`config.mk`:
```
export PLATFORM = sky130hd
export DESIGN_NAME = traffic_ctrl_gen2
export DESIGN_NICKNAME = d
export VERILOG_FILES = /design/src/rtl/traffic_gen2_pkg.sv /design/src/rtl/tl_phase_timer.sv /design/src/rtl/traffic_ctrl_gen2.sv
export SDC_FILE = /design/constraint.sdc
export NUM_CORES = 1
export LEC_CHECK = 0
export BUFFER_PORTS_ARGS = -buffer_cell sky130_fd_sc_hd__buf_2
export CAP_MARGIN = 20
export CELL_PAD_IN_SITES_DETAIL_PLACEMENT = 0
export CELL_PAD_IN_SITES_GLOBAL_PLACEMENT = 1
export CORE_MARGIN = 2
export CORE_UTILIZATION = 36
export CTS_CLUSTER_SIZE = 25
export DETAILED_ROUTE_END_ITERATION = 10
export GPL_TIMING_DRIVEN = 0
export HOLD_SLACK_MARGIN = 0.15
export PLACE_DENSITY_LB_ADDON = 0.1
export SYNTH_ARGS = -nofsm -noshare
export SYNTH_HDL_FRONTEND = slang
export SYNTH_SLANG_ARGS = --single-unit
export TNS_END_PERCENT = 100
```
`constraint.sdc`:
```
create_clock -name clk -period 1.7 [get_ports clk]
set_clock_uncertainty 0.1 [all_clocks]
set_input_delay 0.085 -clock clk [delete_from_list [all_inputs] [get_ports clk]]
set_output_delay 0.085 -clock clk [all_outputs]
set_load 0.02 [all_outputs]
```
`src/rtl/traffic_gen2_pkg.sv`:
```
// Shared phase encoding and lamp patterns for the gen2 traffic controller.
package traffic_gen2_pkg;

    typedef enum logic [2:0] {
        HWY_G  = 3'd0,
        HWY_Y  = 3'd1,
        CLR_1  = 3'd2,
        FARM_G = 3'd3,
        FARM_Y = 3'd4,
        CLR_2  = 3'd5
    } phase_t;

    localparam logic [2:0] LAMP_R = 3'b100;
    localparam logic [2:0] LAMP_Y = 3'b010;
    localparam logic [2:0] LAMP_G = 3'b001;

endpackage

```
`src/rtl/tl_phase_timer.sv`:
```
// Phase dwell down-counter: loads on phase entry, saturates at zero.
module tl_phase_timer #(
    parameter int unsigned          CNT_W   = 4,
    parameter logic [CNT_W-1:0]     RST_VAL = '0
) (
    input  logic             clk,
    input  logic             rst_n,
    input  logic             load,
    input  logic [CNT_W-1:0] value,
    output logic [CNT_W-1:0] count,
    output logic             zero
);

    always_ff @(posedge clk or negedge rst_n) begin
        if (!rst_n) begin
            count <= RST_VAL;
        end else if (load) begin
            count <= value;
        end else if (count != '0) begin
            count <= count - 1'b1;
        end
    end

    assign zero = (count == '0);

endmodule

```
`src/rtl/traffic_ctrl_gen2.sv`:
```
// Highway/farmway traffic light controller with all-red clearance and farm green extension.
// Optional pedestrian walk phase enabled by defining TRAFFIC_PED_EN.
module traffic_ctrl_gen2
    import traffic_gen2_pkg::*;
#(
    parameter int unsigned CNT_W      = 4,
    parameter int unsigned HWY_MIN_G  = 8,
    parameter int unsigned YEL        = 3,
    parameter int unsigned RED_CLR    = 1,
    parameter int unsigned FARM_MIN_G = 4,
    parameter int unsigned FARM_MAX_G = 10
) (
    input  logic             clk,
    input  logic             rst_n,
    input  logic             sensor,
    output logic [2:0]       highway,
    output logic [2:0]       farmway,
    output phase_t           state,
    output logic [CNT_W-1:0] count
`ifdef TRAFFIC_PED_EN
    ,
    input  logic             ped_req,
    output logic             walk
`endif
);

    localparam logic [CNT_W-1:0] HWY_LD  = CNT_W'(HWY_MIN_G - 1);
    localparam logic [CNT_W-1:0] YEL_LD  = CNT_W'(YEL - 1);
    localparam logic [CNT_W-1:0] CLR_LD  = CNT_W'(RED_CLR - 1);
    localparam logic [CNT_W-1:0] FARM_LD = CNT_W'(FARM_MIN_G - 1);
    localparam logic [CNT_W-1:0] EXT_MAX = CNT_W'(FARM_MAX_G - FARM_MIN_G);

    phase_t           next_state;
    logic             load;
    logic             zero;
    logic             demand;
    logic [CNT_W-1:0] ld_val;
    logic [CNT_W-1:0] ext;

`ifdef TRAFFIC_PED_EN
    logic ped_pend;

    // A request arriving on the FARM_G entry edge is kept for the next cycle.
    always_ff @(posedge clk or negedge rst_n) begin
        if (!rst_n) begin
            ped_pend <= 1'b0;
        end else if (state != FARM_G && next_state == FARM_G) begin
            ped_pend <= ped_req;
        end else if (ped_req) begin
            ped_pend <= 1'b1;
        end
    end

    assign demand = sensor | ped_pend;
    assign walk   = (state == FARM_G);
`else
    assign demand = sensor;
`endif

    always_ff @(posedge clk or negedge rst_n) begin
        if (!rst_n) begin
            state <= HWY_G;
        end else begin
            state <= next_state;
        end
    end

    always_ff @(posedge clk or negedge rst_n) begin
        if (!rst_n) begin
            ext <= '0;
        end else if (state == FARM_G && next_state == FARM_G) begin
            if (zero) begin
                ext <= ext + 1'b1;
            end
        end else begin
            ext <= '0;
        end
    end

    always_comb begin
        next_state = state;
        case (state)
            HWY_G:   if (zero && demand)                     next_state = HWY_Y;
            HWY_Y:   if (zero)                               next_state = CLR_1;
            CLR_1:   if (zero)                               next_state = FARM_G;
            FARM_G:  if (zero && (!sensor || ext == EXT_MAX)) next_state = FARM_Y;
            FARM_Y:  if (zero)                               next_state = CLR_2;
            CLR_2:   if (zero)                               next_state = HWY_G;
            default:                                         next_state = HWY_G;
        endcase
    end

    always_comb begin
        load   = (next_state != state);
        ld_val = HWY_LD;
        case (next_state)
            HWY_Y, FARM_Y: ld_val = YEL_LD;
            CLR_1, CLR_2:  ld_val = CLR_LD;
            FARM_G:        ld_val = FARM_LD;
            default:       ld_val = HWY_LD;
        endcase
    end

    tl_phase_timer #(
        .CNT_W   (CNT_W),
        .RST_VAL (HWY_LD)
    ) u_timer (
        .clk   (clk),
        .rst_n (rst_n),
        .load  (load),
        .value (ld_val),
        .count (count),
        .zero  (zero)
    );

    // Illegal codes show all-red until the next edge returns to HWY_G.
    always_comb begin
        highway = LAMP_R;
        farmway = LAMP_R;
        case (state)
            HWY_G:   highway = LAMP_G;
            HWY_Y:   highway = LAMP_Y;
            FARM_G:  farmway = LAMP_G;
            FARM_Y:  farmway = LAMP_Y;
            default: ;
        endcase
    end

endmodule
```
==> results.md <==
- The part of the power in registers is 0.240.
- The area fraction of the dominant cell type after synthesis is 0.252.
- No sink is reached through more buffers than the 2 on the longest clock path.
- Detailed placement finished with a half-perimeter wire length of 1240 µm.
- The number of top-level pins is 16.
- In this run the register-to-register setup slack is -0.0009 ns.
- The combinational cell fraction of total power is 0.663.
- For this run, the share of the core covered by cells in the final layout is 0.530.
- The worst register-to-register path ends at u_timer.count[0]$_DFFE_PN1P_.
- The analysis attributes to net switching a power of 850 µW.
- The number of antenna violations at the first check in global routing is 0.
- The area growth from synthesis to layout is 35.2%.
- The number of global-route vias before repair is 712.
- The overall overflow remaining after global route is 0.
- Of the total synthesized cell area, the portion taken by full adders, half adders and majority gates is 0.0473.
- The initial core utilization is 0.392.
- After the last flow step, the layout net total stands at 120.
- The clock net in this run drives a total of 11 sinks.
- Setup repair after global routing could not meet its margin everywhere.
- Of the total power, the share spent switching nets is 0.446.
- Yosys attributes the largest share of cell area to dfrtp_1 (25%), dfstp_2 (9.9%), nor2_1 (5.2%).
- The pre-CTS setup slack is -0.0534 ns.
- The share of power burned in the clock network is 0.097.
- The number of core rows is 16.
- The library cells used most frequently in the layout, excluding fill and tap cells, are buf_2 (15), nor2_1 (9), buf_4 (7), dfrtp_1 (7), a21oi_1 (6).
- The number of buffer cells added on primary ports is 15.
- The total setup violations reported at the end of the flow is 1.
- Walking the worst path, the cells encountered are inv_2 > ha_4 > nor3b_4 > buf_6 > a2bb2oi_2 > o211ai_1 > mux2_4.
- The most used flip-flop cell after synthesis is dfrtp_1.
- After detailed routing, the wire length on met1 is 913 µm.
- The tree is rooted in a clkbuf_4.
- Data on the critical path arrives at its endpoint at 1.81 ns.
- Wires add up to 1880 µm.
- The clock latency reported for the late side of the worst-skew pair is 0.27 ns.
- The final worst hold slack is 0.214 ns.
- The run finished, with violations left.
- The xor-xnor portion of the synthesized cell area is 0.0442.
- After synthesis the netlist holds a flip-flop and latch count of 11.
- The data required time at the worst endpoint is 1.81 ns.
- After synthesis, the mean cell area works out to 9.44 µm².
- On the worst path, the slowest cell contributes a delay of 0.55 ns.
- In the detailed route, the total length drawn on met3 is 60 µm.
- The final weighted congestion of routability-driven global placement is 0.693.
- In this run, the number of DRC markers left after iteration 0 of detailed routing was 5.
- At the pin with the least slew margin, the transition time is 0.391 ns.
- The worst slew margin relative to its limit is 0.738.
- The count of cells along the worst register-to-register path is 7.
- The multi-input combinational cells in the finished layout cover a total of 510 µm².
- The clock transition at the register clock pins on the worst setup and hold paths after CTS is 0.07 ns.
- The total number of vias is 696.
- The worst setup path endpoint is u_timer.count[0]$_DFFE_PN1P_.
- The post-synthesis cell type count is 40.
- The maximum level of the CTS H-tree is 1.
- The analysis attributes to cell leakage a power of 0.000459 µW.
- The number of antenna diodes in the final layout is 0.
- The cell internal power dissipation is 1060 µW.
- The first detailed-routing pass ran for 4 iterations.
- The horizontal die dimension is 50.9 µm.
- The number of nets in the synthesized netlist is 90.
- The complex-gate fraction of the synthesized area was 0.167.
- After synthesis, the share of flip-flops with an asynchronous set or reset is 1.00.
- Synthesis produced a netlist whose cell count is 84.
- The CTS tree is built.
- The netlist area before placement is 793 µm².
- Max-cap violations in this run came to 0.
- The global-route total usage across every layer is 0.165.
- The ratio of routed vias to standard cells is 4.97.
- The leading area contributor after synthesis is dfrtp_1.
- The final-report max-slew violation count was 0.
- The dominant combinational cell family by area after synthesis is simple AND/OR/NAND/NOR gates.
- The peak fanout along the critical path is 6.
- The first-pass GRT wire length is 3220 µm.
- Tracing the worst setup path back leads to its startpoint at u_timer.count[0]$_DFFE_PN1P_.
- The total length of routed met2 wires is 865 µm.
- Fill cells in the final layout number 201.
- For this run, the top clock speed supported by timing is 588 MHz.
- The core region is 0.00202 mm².
- Of the available clock period, the critical path in the final layout requires 1.00.
- After detailed routing, the number of remaining DRC violations is 0.
- The worst vdd rail ir drop is 894 µV.
- The sequential standard cell area is 280 µm².
- The overall die area is 0.00259 mm².
- The endpoint kind of the worst setup timing path is a flip-flop.
- STA classifies the critical path startpoint as a flip-flop.
- The classification of the worst-slack hold path is in2async.
- The commonest non-fill, non-tap cell in the layout is buf_2.
- The design draws 1910 µW.
- The final reports fail on negative setup slack.
- The minimum clock period is 1.70 ns.
- The vertical die dimension is 50.9 µm.
- The number of clock buffers added by TritonCTS is 3.
- The highest routed metal layer is met4.
- The power density over the cells is 1780 mW/mm².
- Dividing the detail-routed wire length by the instance count gives 13.4 µm.
- The largest net degree at the start of global routing is 11.
- The path type of the worst setup path is reg2reg.
- The least setup slack across all paths after layout is -0.000863 ns.
- The startpoint identified for the worst register-to-register timing path is u_timer.count[0]$_DFFE_PN1P_.
- The hold violation count in the final report is 0.
- The cell with the largest stage delay on the worst path is dfstp_2.
- The fraction of synthesized area in multiplexers is 0.0189.
- Of the total synthesized cell area, the portion taken by AND, OR, NAND and NOR gates is 0.303.
- Of the cells placed in the final design, the portion with a size suffix greater than 1 is 0.487.
- The number of warnings issued by yosys is 0.
- The detail route stage leaves a number of antenna-violating nets equal to 0.
- The count of flip-flops with a built-in enable after synthesis is 0.
- For this run, the register share of the synthesized area comes to 0.352.
## critical path, delay by kind of cell (launching register included)
family | cells | cell delay, ns
flip-flops | 1 | 0.55
multiplexers | 1 | 0.26
AO/OA/AOI/OAI | 2 | 0.20
buffers and inverters | 2 | 0.19
adder cells (fa/ha/maj) | 1 | 0.17
AND/OR/NAND/NOR | 1 | 0.16
## flip-flops by register name, summed over array words and instances, names as in the netlist
signal,cells
ext,4
u_timer.count,4
state,3
## power groups by stage
stage	logic, µW	registers, µW	clock network (µW)
after floorplan	770	540	0
after global placement	1090	467	0
after detailed placement	1100	469	0
after CTS	1190	451	187
after global routing	1390	470	202
final	1260	457	185
## cells by family after synthesis
| logic type | count (synthesis) |
|---|---|
| simple gates | 36 |
| compound gates | 20 |
| flops | 11 |
| buf+inv | 9 |
| xor+xnor | 4 |
| fa+ha+maj | 3 |
| mux | 1 |
## layer usage
metal	global-route usage	vias up
met5	0	-
met4	0.0676	0
met3	0.0263	4
met2	0.262	11
met1	0.223	321
li1	-	360
## worst min-delay path by stage
| stage | to | depth (start not counted) | slack [ns] |
|---|---|---|---|
| global route | u_timer.count[0]$_DFFE_PN1P_ | 2 | 0.22 |
| floorplan | ext[0]$_DFFE_PN0P_ | 0 | -0.31 |
| finish | u_timer.count[0]$_DFFE_PN1P_ | 2 | 0.21 |
| CTS | u_timer.count[0]$_DFFE_PN1P_ | 2 | 0.22 |
| detailed placement | u_timer.count[3]$_DFFE_PN0P_ | 1 | -0.12 |
| global placement | ext[1]$_DFFE_PN0P_ | 1 | -0.14 |
## layout make-up
class | count | area share
inverter | 5 | 0.0175
multi-input combinational | 64 | 0.476
buffer | 4 | 0.0350
tap | 27 | 0.0315
timing repair buffer | 25 | 0.154
clock buffer | 4 | 0.0245
sequential | 11 | 0.261
## timing repair
action / in CTS / in global routing
hold buffers: 3 / 0
cloned: 1 / 0
setup buffers: 5 / 1
pin swaps: 3 / 4
endpoints found under the setup margin: 5 / 9
resized for setup: 0 / 12
hold endpoints to repair: 13 / 0
## synth_stat cells, types with 2 or more instances
cell	instances
ha_1	3
a21oi_1	8
xor2_1	2
dfstp_2	3
buf_6	2
nand2_1	4
nor2_1	11
o21ai_1	2
xnor2_1	2
a2bb2oi_1	2
o21ai_0	2
and4bb_2	2
dfrtp_1	8
nand3_1	3
inv_1	5
## stage by stage
step                instances  setup TNS (ns)  cell area, µm²
floorplan                  84         -0.0455             822
global placement          126         -0.0608             931
detailed placement        126         -0.0788             931
CTS                       139        -0.00463            1030
global route              140          -0.229            1070
finish                    140       -0.000863            1070
Power figures use the tool's default switching activity.
